### config.mk
export PLATFORM = sky130hd
export DESIGN_NAME = block_deinterleaver
export DESIGN_NICKNAME = d
export VERILOG_FILES = /design/src/rtl/block_deinterleaver.sv
export SDC_FILE = /design/constraint.sdc
export NUM_CORES = 1
export LEC_CHECK = 0
export CAP_MARGIN = 20
export CORE_MARGIN = 10
export CORE_UTILIZATION = 25
export CTS_BUF_LIST = sky130_fd_sc_hd__clkbuf_2
export CTS_CLUSTER_SIZE = 25
export DETAILED_ROUTE_END_ITERATION = 10
export DONT_BUFFER_PORTS = 1
export PLACE_DENSITY = 0.41
export REMOVE_ABC_BUFFERS = 1
export SLEW_MARGIN = 20
export SYNTH_ARGS = -nofsm -noshare
export SYNTH_HDL_FRONTEND = slang
export SYNTH_SLANG_ARGS = --single-unit
### constraint.sdc
create_clock -name clk -period 10.53 [get_ports clk]
set_input_delay 2.106 -clock clk [delete_from_list [all_inputs] [get_ports clk]]
set_output_delay 2.106 -clock clk [all_outputs]
set_load 0.02 [all_outputs]
### src/rtl/block_deinterleaver.sv
// Block deinterleaver: buffers one line-major interleaved codeword and replays it column-major
// (line index fastest), supporting a partially filled last column for shortened codewords.
module block_deinterleaver #(
    parameter int NUMBER_OF_ELEMENTS = 12,
    parameter int NUMBER_OF_LINES    = 3,
    parameter int WORD_LENGTH        = 3
) (
    input  logic                   clk,
    input  logic                   rst,
    input  logic                   i_valid,
    input  logic                   i_start_cw,
    input  logic                   i_end_cw,
    input  logic [WORD_LENGTH-1:0] i_data,
    input  logic                   i_consume,
    output logic                   o_in_ready,
    output logic                   o_valid,
    output logic                   o_start_cw,
    output logic                   o_end_cw,
    output logic                   o_error,
    output logic [WORD_LENGTH-1:0] o_data
);

    localparam int CW   = $clog2(NUMBER_OF_ELEMENTS + 1);
    localparam int AW   = (NUMBER_OF_ELEMENTS > 1) ? $clog2(NUMBER_OF_ELEMENTS) : 1;
    localparam int LW   = (NUMBER_OF_LINES > 1) ? $clog2(NUMBER_OF_LINES) : 1;
    localparam int NCOL = (NUMBER_OF_ELEMENTS + NUMBER_OF_LINES - 1) / NUMBER_OF_LINES;
    localparam int COLW = (NCOL > 1) ? $clog2(NCOL) : 1;

    localparam logic [2:0] StIdle         = 3'd0;
    localparam logic [2:0] StReceiving    = 3'd1;
    localparam logic [2:0] StTransmitting = 3'd2;
    localparam logic [2:0] StError        = 3'd3;
    localparam logic [2:0] StPrefetch     = 3'd4;

    logic [2:0]             state_q, state_d;
    logic [CW-1:0]          wr_cnt_q, wr_cnt_d, rd_cnt_q, rd_cnt_d;
    logic [CW-1:0]          addr_q, addr_d, n_q, n_d;
    logic [LW-1:0]          lin_q, lin_d, last_lin_q, last_lin_d;
    logic [COLW-1:0]        col_q, col_d, last_col_q, last_col_d;
    logic [WORD_LENGTH-1:0] mem [NUMBER_OF_ELEMENTS];
    logic [WORD_LENGTH-1:0] data_q;
    logic                   accept, last_word, wr_en, rd_en, clear;
    logic [CW-1:0]          rd_addr, row_len;

    assign o_in_ready = (state_q == StIdle) || (state_q == StReceiving);
    assign accept     = i_valid && o_in_ready;
    assign o_valid    = (state_q == StTransmitting);
    assign last_word  = (rd_cnt_q == n_q - 1'b1);
    assign o_start_cw = o_valid && (rd_cnt_q == '0);
    assign o_end_cw   = o_valid && last_word;
    assign o_error    = (state_q == StError);
    assign o_data     = data_q;

    // Lines up to last_lin hold a word in the partially filled last column.
    assign row_len = (lin_q <= last_lin_q) ? CW'(last_col_q) + 1'b1 : CW'(last_col_q);

    always_comb begin
        state_d    = state_q;
        wr_cnt_d   = wr_cnt_q;
        rd_cnt_d   = rd_cnt_q;
        addr_d     = addr_q;
        n_d        = n_q;
        lin_d      = lin_q;
        col_d      = col_q;
        last_lin_d = last_lin_q;
        last_col_d = last_col_q;
        wr_en      = 1'b0;
        rd_en      = 1'b0;
        rd_addr    = addr_q;
        clear      = 1'b0;
        case (state_q)
            StIdle, StReceiving: begin
                if (accept) begin
                    // Start is mandatory in IDLE and forbidden mid-codeword.
                    if (((state_q == StIdle) != i_start_cw) ||
                        (wr_cnt_q == CW'(NUMBER_OF_ELEMENTS))) begin
                        state_d = StError;
                    end else begin
                        wr_en    = 1'b1;
                        wr_cnt_d = wr_cnt_q + 1'b1;
                        state_d  = StReceiving;
                        if (i_end_cw) begin
                            n_d        = wr_cnt_q + 1'b1;
                            last_lin_d = LW'(wr_cnt_q % CW'(NUMBER_OF_LINES));
                            last_col_d = COLW'(wr_cnt_q / CW'(NUMBER_OF_LINES));
                            state_d    = StPrefetch;
                        end
                    end
                end
            end
            StPrefetch: begin
                rd_en    = 1'b1;
                rd_addr  = '0;
                addr_d   = '0;
                lin_d    = '0;
                col_d    = '0;
                rd_cnt_d = '0;
                state_d  = StTransmitting;
            end
            StTransmitting: begin
                if (i_consume) begin
                    if (last_word) begin
                        clear   = 1'b1;
                        state_d = StIdle;
                    end else begin
                        rd_cnt_d = rd_cnt_q + 1'b1;
                        if (lin_q == LW'(NUMBER_OF_LINES - 1)) begin
                            lin_d  = '0;
                            col_d  = col_q + 1'b1;
                            addr_d = CW'(col_q) + 1'b1;
                        end else begin
                            lin_d  = lin_q + 1'b1;
                            addr_d = addr_q + row_len;
                        end
                        rd_en   = 1'b1;
                        rd_addr = addr_d;
                    end
                end
            end
            StError: begin
                clear   = 1'b1;
                state_d = StIdle;
            end
            default: state_d = StIdle;
        endcase
        if (clear) begin
            wr_cnt_d   = '0;
            rd_cnt_d   = '0;
            addr_d     = '0;
            n_d        = '0;
            lin_d      = '0;
            col_d      = '0;
            last_lin_d = '0;
            last_col_d = '0;
        end
    end

    always_ff @(posedge clk or posedge rst) begin
        if (rst) begin
            state_q    <= StIdle;
            wr_cnt_q   <= '0;
            rd_cnt_q   <= '0;
            addr_q     <= '0;
            n_q        <= '0;
            lin_q      <= '0;
            col_q      <= '0;
            last_lin_q <= '0;
            last_col_q <= '0;
            data_q     <= '0;
        end else begin
            state_q    <= state_d;
            wr_cnt_q   <= wr_cnt_d;
            rd_cnt_q   <= rd_cnt_d;
            addr_q     <= addr_d;
            n_q        <= n_d;
            lin_q      <= lin_d;
            col_q      <= col_d;
            last_lin_q <= last_lin_d;
            last_col_q <= last_col_d;
            if (rd_en) begin
                data_q <= mem[AW'(rd_addr)];
            end
        end
    end

    always_ff @(posedge clk) begin
        if (wr_en) begin
            mem[AW'(wr_cnt_q)] <= i_data;
        end
    end

endmodule

==> run metrics <==
R2R Setup Slk 6.65 ns; WP data arrival 2.46 ns; # Post-CTS Setup Buffers 0; crit-path cells inv_1 > ha_1 > xor2_1 > and3_4 > nand2_1 > nor2_1; First-pass DRT Iterations 4; max cap viols 0; Min Hold Slack 0.520 ns; Yosys warning total 0; Crit Reg-Reg Startpoint lin_q[1]; Total Wirelength 9.88 mm; Die X 142 um; Filler Cell Count between 1,000 and 1,500; crit path max fanout 8; vias per inst a little over 5; Worst path slowest cell dfrtp_1; crit path launch type register; global-route wire length before repair 15.4 mm; post-synthesis sequential area ratio 0.492; Total GRT Usage 0.0987; CP Class register to output pin; Slew Limit Headroom 0.319; Worst setup EP type output pin; synthesized area per cell 10.8 sq um; Iter 0 DRT Violations 218; Unique masters post-synth 59; register area 0.00183 sq mm; initial antenna violation count 1; Hold Crit Start col_q[1]; Critical Path Max Stage Delay 0.48 ns; Hold Fails Final Rpt 0; post_cts resized 0; Wirelength per Cell 18.3 um; PwrDens 283 mW/mm^2; share of layout cells above drive strength 1 0.110; final worst path period share 0.434; clock skew 0.0377 ns; FP Rows 44; post-synthesis register bit count 66; Port Buffers 0; worst r2r path cells 12; run status completed; clk sink count between 60 and 70; unrepaired setup endpoints after global routing false; Leak 1.56 nW; total die area slightly above 0.02 sq mm; minimum clock period between 4 and 5 ns; ANT nets after route 0; Placement Cell Area 0.00394 sq mm; FF-to-FF End o_data[1]; endpoints failing setup 0; Slew Viols, Final 0; Highest Clock Rate 219 MHz; Finished Core Util 0.279; mapped cell area approximately 0.0037 sq mm; Synth Flop Type edfxtp_1; Initial Util 0.255; clock-pin slew on the worst setup and hold paths 0.20 ns; number of flops mapped to enable cells by yosys 36; Area Overhead vs Synth 9.44%; CTS root buf clkbuf_2; dpl hpwl 7.36 mm; pre-CTS setup slack 6.16 ns; hold_buf cts 0; worst vdd ir 0.0643 mV; total congestion overflow 0; design area 0.00408 sq mm; TritonCTS Buffers 9; Mapped Cells 346; CP top delay family simple AND/OR/NAND/NOR gates; Worst-Margin Slew between 1 and 1.5 ns; detailed-route DRC error count 0; die extent in y 142 um; CTS tree done; total vias in the final route 2,735; multi-input gate area in the final layout 0.00178 sq mm; Post-synth ARST share 0.455; crit path buf inv count 1; vias in the first global route 2,649; pin count of the biggest net entering global routing 31; setup tns final 0 ns; Worst Hold Depth 2; Clock Latency Late Sink approximately 0.53 ns; post-layout net count 378; I/O pin count 17; CTS H-tree lvls 3; Clock Tree Buf Depth 2; setup ws final 5.96 ns; Worst Path Required 8.42 ns; Worst Hold End col_q[1]; gpl congestion ~0.8; Hold Path Class register to register; Core ar. 0.0146 sq mm
-- through the flow --
stage,cells,total power [mW]
after floorplan,336,0.816
after global placement,524,0.975
after detailed placement,524,0.981
after CTS,539,1.16
after global routing,540,1.24
final,540,1.16
-- cell type report --
type | count | share of cell area
clock inverters | 6 | 0.0221
well taps | 184 | 0.0565
diodes | 1 | 0.000614
clock buffers | 9 | 0.0110
multi-input cells | 252 | 0.436
repair buffers | 4 | 0.00737
flip-flops and latches | 66 | 0.449
inverters | 18 | 0.0166
-- tightest hold or removal path, cell delays in order (launching register included) --
cell and delay (ns):
dfrtp_1 0.39, nand2_1 0.05, o21ai_0 0.06
-- Yosys cell counts (all sizes together) (2+ instances only) --
| cell type | instances | area, sq um |
|---|---|---|
| o311ai | 2 | 32.5 |
| clkbuf | 7 | 26.3 |
| inv | 17 | 63.8 |
| nor3 | 8 | 45.0 |
| nand2b | 4 | 25.0 |
| dfrtp | 30 | 751 |
| nand2 | 36 | 135 |
| a31oi | 7 | 43.8 |
| o21ai | 24 | 120 |
| nand3b | 2 | 15.0 |
| o211ai | 3 | 22.5 |
| a32o | 4 | 40.0 |
| or3 | 2 | 12.5 |
| xor2 | 6 | 60.1 |
| nor4 | 2 | 12.5 |
| a22oi | 5 | 37.5 |
| a21oi | 12 | 71.3 |
| nor2 | 20 | 75.1 |
| o31ai | 4 | 30.0 |
| mux2 | 11 | 131 |
| edfxtp | 36 | 1080 |
| nor2b | 3 | 18.8 |
| xnor2 | 8 | 70.1 |
| nand4 | 3 | 18.8 |
| buf | 3 | 20.0 |
| a211oi | 2 | 15.0 |
| mux2i | 9 | 103 |
| o22ai | 3 | 18.8 |
| nand3 | 15 | 75.1 |
| a21o | 2 | 15.0 |
| o21a | 2 | 15.0 |
| and3 | 7 | 48.8 |
| a32oi | 4 | 35.0 |
| nor3b | 3 | 22.5 |
| ha | 17 | 213 |
| and2 | 9 | 56.3 |
-- where the power goes --
group | switching [mW] | internal [mW]
sequential | 0.0711 | 0.319
clock | 0.102 | 0.0781
combinational | 0.361 | 0.224
-- logic make-up after synthesis --
| kind of cell | after synthesis | share of synthesized area |
|---|---|---|
| AO/OA/AOI/OAI | 81 | 0.150 |
| AND/OR/NAND/NOR | 118 | 0.161 |
| flip-flops | 66 | 0.492 |
| adder cells (fa/ha/maj) | 18 | 0.0625 |
| XOR/XNOR | 15 | 0.0410 |
| buffers and inverters | 28 | 0.0306 |
| multiplexers | 20 | 0.0628 |
-- routing by layer --
metal | up-vias | wire length, um | global-route usage
met5 | - | 0 | 0
met4 | 0 | 185 | 0.0387
met3 | 15 | 384 | 0.0234
met2 | 57 | 4750 | 0.159
met1 | 1370 | 4560 | 0.125
li1 | 1293 | - | -
-- state kept, by name (all words and copies together) (netlist names) --
register / count
addr_q: 4
col_q: 2
last_col_q: 2
last_lin_q: 2
lin_q: 2
mem: 36
n_q: 4
o_data: 3
rd_cnt_q: 4
state_q: 3
wr_cnt_q: 4
-- layout by cell type, fill, tap and decap left out, drive strengths merged, types with 3 or more instances in the layout --
cell type / n
mux2i: 9
nor2: 20
xnor2: 8
o21ai: 24
nor3b: 3
clkbuf: 9
buf: 4
nand2: 36
nor2b: 3
a21oi: 12
a32o: 4
inv: 18
and3: 7
a22oi: 5
nand4: 3
nand3: 15
clkinv: 3
o22ai: 3
a32oi: 4
and2: 9
ha: 17
xor2: 6
a31oi: 7
dfrtp: 30
o211ai: 3
nor3: 8
edfxtp: 36
mux2: 11
o31ai: 4
nand2b: 4
-- worst max path at each step --
stage,start,to,cells past startpoint
6_report,n_q[0],o_end_cw,6
3_5_place_dp,i_consume,o_data[0],7
4_1_cts,n_q[0],o_end_cw,6
3_3_place_gp,i_consume,o_data[0],7
5_1_grt,n_q[0],o_end_cw,6
2_1_floorplan,i_consume,o_data[1],6
Note: power is estimated with default switching activity, not from simulation.
